File: config.mk
export PLATFORM = sky130hd
export DESIGN_NAME = input_debounce
export DESIGN_NICKNAME = d
export VERILOG_FILES = /design/src/rtl/input_debounce_pkg.sv /design/src/rtl/debounce_ch.sv /design/src/rtl/input_debounce.sv
export SDC_FILE = /design/constraint.sdc
export NUM_CORES = 1
export LEC_CHECK = 0
export CORE_MARGIN = 2
export CORE_UTILIZATION = 45
export CTS_CLUSTER_SIZE = 16
export DETAILED_ROUTE_END_ITERATION = 8
export PLACE_DENSITY_LB_ADDON = 0.1
export SLEW_MARGIN = 10
export SYNTH_ARGS = -nofsm -noshare
export SYNTH_HDL_FRONTEND = slang
export SYNTH_SLANG_ARGS = --single-unit
File: constraint.sdc
create_clock -name I_sys_clk -period 2.3 [get_ports I_sys_clk]
set_clock_uncertainty 0.1 [all_clocks]
set_input_delay 0.345 -clock I_sys_clk [delete_from_list [all_inputs] [get_ports I_sys_clk]]
set_output_delay 0.345 -clock I_sys_clk [all_outputs]
set_load 0.02 [all_outputs]
File: src/rtl/input_debounce_pkg.sv
// Shared constants for the input debouncer.
// Defaults and legal ranges of the block parameters.
package input_debounce_pkg;

  localparam int unsigned CH_DEF    = 4;
  localparam int unsigned CH_MIN    = 1;
  localparam int unsigned CH_MAX    = 32;

  localparam int unsigned SYNC_DEF  = 2;
  localparam int unsigned SYNC_MIN  = 2;
  localparam int unsigned SYNC_MAX  = 4;

  localparam int unsigned CNT_W_DEF = 16;
  localparam int unsigned CNT_W_MIN = 1;
  localparam int unsigned CNT_W_MAX = 24;

endpackage

File: src/rtl/debounce_ch.sv
// One debounce channel: synchroniser, stability
// counter, filtered level and edge pulses.
module debounce_ch
  import input_debounce_pkg::*;
#(
  parameter int P_SYNC  = SYNC_DEF,
  parameter int P_CNT_W = CNT_W_DEF
) (
  input  logic               sys_clk_i,
  input  logic               rst_ni,
  input  logic               en_i,
  input  logic [P_CNT_W-1:0] thresh_i,
  input  logic               a_i,
  output logic               level_o,
  output logic               rise_o,
  output logic               fall_o
);

  logic [P_SYNC-1:0]  sync_q;
  logic               s;
  logic [P_CNT_W-1:0] lim;
  logic [P_CNT_W-1:0] cnt_q;
  logic [P_CNT_W-1:0] cnt_d;
  logic               level_q;
  logic               level_d;
  logic               rise_q;
  logic               rise_d;
  logic               fall_q;
  logic               fall_d;

  assign s   = sync_q[P_SYNC-1];
  // thresh_i is never zero here, so no underflow
  assign lim = thresh_i - P_CNT_W'(1);

  // synchroniser chain, free-running
  always_ff @(posedge sys_clk_i or negedge rst_ni) begin
    if (!rst_ni) begin
      sync_q <= '0;
    end else begin
      sync_q <= {sync_q[P_SYNC-2:0], a_i};
    end
  end

  // count stable cycles, commit level at threshold
  always_comb begin
    cnt_d   = cnt_q;
    level_d = level_q;
    rise_d  = 1'b0;
    fall_d  = 1'b0;
    if (en_i) begin
      if (s == level_q) begin
        cnt_d = '0;
      end else if (cnt_q >= lim) begin
        cnt_d   = '0;
        level_d = s;
        rise_d  = s;
        fall_d  = ~s;
      end else begin
        cnt_d = cnt_q + P_CNT_W'(1);
      end
    end
  end

  // filter state and pulse registers
  always_ff @(posedge sys_clk_i or negedge rst_ni) begin
    if (!rst_ni) begin
      cnt_q   <= '0;
      level_q <= 1'b0;
      rise_q  <= 1'b0;
      fall_q  <= 1'b0;
    end else begin
      cnt_q   <= cnt_d;
      level_q <= level_d;
      rise_q  <= rise_d;
      fall_q  <= fall_d;
    end
  end

  assign level_o = level_q;
  assign rise_o  = rise_q;
  assign fall_o  = fall_q;

endmodule

File: src/rtl/input_debounce.sv
// Multi-channel input debouncer top: threshold
// clamp and per-channel fan-out.
module input_debounce
  import input_debounce_pkg::*;
#(
  parameter int P_CH    = CH_DEF,
  parameter int P_SYNC  = SYNC_DEF,
  parameter int P_CNT_W = CNT_W_DEF
) (
  input  logic               I_sys_clk,
  input  logic               I_rst_n,
  input  logic               I_en,
  input  logic [P_CNT_W-1:0] I_thresh,
  input  logic [P_CH-1:0]    I_a,
  output logic [P_CH-1:0]    O_level,
  output logic [P_CH-1:0]    O_rise,
  output logic [P_CH-1:0]    O_fall
);

  logic [P_CNT_W-1:0] t_eff;

  // a zero threshold behaves as one cycle
  assign t_eff = (I_thresh == '0) ? P_CNT_W'(1)
                                  : I_thresh;

  for (genvar i = 0; i < P_CH; i++) begin : g_ch
    debounce_ch #(
      .P_SYNC  (P_SYNC),
      .P_CNT_W (P_CNT_W)
    ) u_ch (
      .sys_clk_i (I_sys_clk),
      .rst_ni    (I_rst_n),
      .en_i      (I_en),
      .thresh_i  (t_eff),
      .a_i       (I_a[i]),
      .level_o   (O_level[i]),
      .rise_o    (O_rise[i]),
      .fall_o    (O_fall[i])
    );
  end

endmodule
==> implementation parameters <==
Parameter                              Value

Die
  Placement Rows    42
  Die Wd    121 um
  Top-Level Pins    35
  Vertical die dimension    121 um
  Initial core utilization    0.465
  Die area    14800 um^2
  Floorplan core area    13300 um^2

Worst setup path
  Crit. End Element    register
  Reg2reg setup slack    -0.29 ns
  CP arrival    4.18 ns
  Classification of the worst setup path    in -> reg
  Worst setup SP type    input port
  Critical path fanouts, max    5
  Required time of the critical path    2.44 ns

Synth
  Cells after synthesis    684
  Synthesized area divided by synthesized cell count    9.08 um^2
  Synth Net Count    772
  Fraction of synthesis flops using an asynchronous set or reset pin    1.00
  Yosys warns    0
  Netlist Area Pre-Place    6210 um^2
  Number of enable flip-flop cells after synthesis    0
  Most used DFF post-synth    dfrtp_1
  Fraction of the yosys area taken by sequential cells    0.339
  Register bit total from synthesis    84
  Number of different library cells in the post-synthesis netlist    64

Power and ir drop
  Total chip power    7.17 mW
  Maximum vdd drop    0.684 mV
  Power density over the cells    733 nW/um^2
  LEAKAGE    4.10 nW

STA
  Hold Vio Cnt, Final    0
  Max-slew violations    0
  Fin Hold WS    0.254 ns
  Setup ws final    -1.74 ns
  Slew HR    0.644
  Unrepaired setup endpoints after global routing    true
  Final worst path period need    4.04 ns
  Final critical-path share of the clock period    1.76
  Actual slew at the worst max-slew pin    0.533 ns
  Number of failing setup endpoints in the final timing report    76
  Max Clk Rate    247 MHz

Flow run
  Max-cap violations    0

Global routing
  Via count of the first global-routing pass    6444
  Largest net degree at the start of global routing    48
  Wire length of the first global-routing pass    32400 um
  Global-route congestion overflow total    0
  Overall fraction of global-route tracks in use    0.280
  Number of antenna violations at the first check in global routing    0

Detailed routing
  Total Wirelength    20800 um
  Final ANT Viol Nets    0
  Vias    6289
  Count of unresolved DRC violations after routing    0
  Average vias per placed instance    6.01
  Average wire length per cell after detail routing    19.8 um
  Number of search-and-repair iterations in the first detailed-routing pass    5
  Starting DRT DRC Count    399

CTS
  Number of buffers between clock root and the deepest sink    2
  Buffer cell driving the clock tree root    clkbuf_16
  Clock-pin slew on the worst setup and hold paths    0.07 ns
  Clk_lat worst skew    0.35 ns
  Number of sinks handled by clock tree synthesis    84
  CTS tree    done
  Count of H-tree levels built during CTS    3
  Cts bufs inserted    9

Run status
  Failing checks    setup timing
  Result of the run    finished with violations

Layout
  Flip-flop and latch area    2100 um^2
  Leading cell types in the layout, fill and taps excluded    buf_4, dfrtp_1, inv_1
  Final Net Count    954
  Total inserted antenna cells    0
  Area added between synthesis and finish    57.6%
  Layout cell share with drive strength beyond 1    0.421
  Fillers    922
  Area of the multi-input gates    5070 um^2
  Most common cell after layout, fill and taps aside    buf_4

Place
  Post-placement worst setup slack    -2.77 ns
  GPL Wtd Cong    0.932
  # port buffers    34
  DP HPWL    13300 um

Hold path
  Hold/Removal Path Class    reg -> reg
[power by group]
part           switching [mW]  internal, mW  total (mW)
Combinational            1.78          1.67        3.46
Clock                   0.612          1.04        1.65
Sequential              0.329          1.74        2.07
Total                    2.73          4.45        7.17
[through the flow]
step            util  instance area (um^2)  cells  TNS (ns)
3_3_place_gp   0.578                  7710    990   -187.10
3_5_place_dp   0.578                  7710    990   -197.80
4_1_cts        0.688                  9190   1034   -115.72
6_report       0.733                  9790   1047   -125.24
5_1_grt        0.733                  9790   1047   -134.75
2_1_floorplan      -                  6360    684   -128.48
[what timing repair did]
item,CTS,global route
endpoints found under the setup margin,76,76
pin swaps,91,57
gates cloned,3,0
hold endpoints to repair,37,0
hold buffers,1,0
resized for setup,154,74
setup buffers,25,15
[cell usage after synthesis, drive strengths merged (4+ instances only)]
| library cell | instances | area share |
|---|---|---|
| dfrtp | 84 | 0.34 |
| o2bb2ai | 13 | 0.018 |
| and3 | 14 | 0.014 |
| nand2 | 52 | 0.031 |
| a21oi | 29 | 0.024 |
| a41oi | 7 | 0.016 |
| o311ai | 8 | 0.011 |
| ha | 65 | 0.13 |
| or4 | 4 | 0.0060 |
| buf | 21 | 0.025 |
| nand3 | 41 | 0.035 |
| o21ai | 14 | 0.014 |
| a31oi | 25 | 0.025 |
| nor2 | 44 | 0.028 |
| o22ai | 25 | 0.025 |
| a22o | 6 | 0.0085 |
| nor4 | 6 | 0.0060 |
| nand2b | 10 | 0.010 |
| xnor2 | 13 | 0.018 |
| and3b | 4 | 0.0056 |
| nor2b | 13 | 0.013 |
| mux2i | 12 | 0.019 |
| a21o | 9 | 0.011 |
| o21a | 6 | 0.0085 |
| nand4 | 26 | 0.026 |
| or3 | 7 | 0.0071 |
| inv | 50 | 0.030 |
| o31ai | 15 | 0.021 |
| clkbuf | 14 | 0.0085 |
| and2 | 5 | 0.0050 |
| nor3 | 12 | 0.015 |
| or2 | 4 | 0.0040 |
[per-layer routing]
metal  up-vias  track usage  share of wire
met3        64       0.0526          0.044
met5         -            0              0
met1      3093        0.339           0.40
met4         0        0.120          0.035
li1       2929            -              -
met2       203        0.487           0.52
[worst paths after layout]
check / start / endpoint / cells past startpoint
setup / recovery: I_thresh[9] / g_ch[3].u_ch.cnt_q[10]$_DFFE_PN0P_ / 20
hold reg to reg: g_ch[0].u_ch.sync_q[0]$_DFF_PN0_ / g_ch[0].u_ch.sync_q[1]$_DFF_PN0_ / 0
hold / removal: g_ch[0].u_ch.sync_q[0]$_DFF_PN0_ / g_ch[0].u_ch.sync_q[1]$_DFF_PN0_ / 0
min in group asynchronous: I_rst_n / g_ch[1].u_ch.cnt_q[14]$_DFFE_PN0P_ / 2
max in group asynchronous: I_rst_n / g_ch[2].u_ch.cnt_q[0]$_DFFE_PN0P_ / 3
setup reg to reg: g_ch[2].u_ch.cnt_q[0]$_DFFE_PN0P_ / g_ch[2].u_ch.cnt_q[11]$_DFFE_PN0P_ / 11
[logic make-up (layout without fill, tap and decap cells)]
kind of cell	after synthesis	count (layout)	synth area share
AOI/OAI and AO/OA	174	174	0.208
buffers and inverters	85	272	0.0641
DFF	84	84	0.339
and+or+nand+nor	247	247	0.214
adders and majority gates	65	65	0.131
muxes	14	14	0.0230
xor gates and xnor gates	15	15	0.0212
[critical path: stages]
cell and delay (ns):
buf_6 0.09, or4_4 0.55, or3_4 0.36, nor4_4 0.27
nor2_2 0.09, ha_4 0.19, nand2_4 0.08, or3_4 0.18
nor3_4 0.05, xnor2_2 0.14, buf_4 0.16, ha_4 0.27
nand4_1 0.13, or2_4 0.29, a211oi_2 0.17, o22ai_1 0.11
o2111a_2 0.25, clkbuf_16 0.19, a31oi_4 0.15, o22ai_1 0.09
[cell type report]
| cell class | instances | area share |
|---|---|---|
| clock buffers | 12 | 0.0272 |
| inverters | 50 | 0.0192 |
| multi-input cells | 515 | 0.519 |
| clock inverters | 4 | 0.00716 |
| well taps | 176 | 0.0225 |
| repair buffers | 206 | 0.191 |
| flip-flops and latches | 84 | 0.215 |
[flip-flops by register name, summed over array words and instances (netlist names)]
signal,count
g_ch.u_ch.cnt_q,64
g_ch.u_ch.sync_q,8
g_ch.u_ch.fall_o,4
g_ch.u_ch.level_o,4
g_ch.u_ch.rise_o,4
Note: power is estimated with default switching activity, not from simulation.
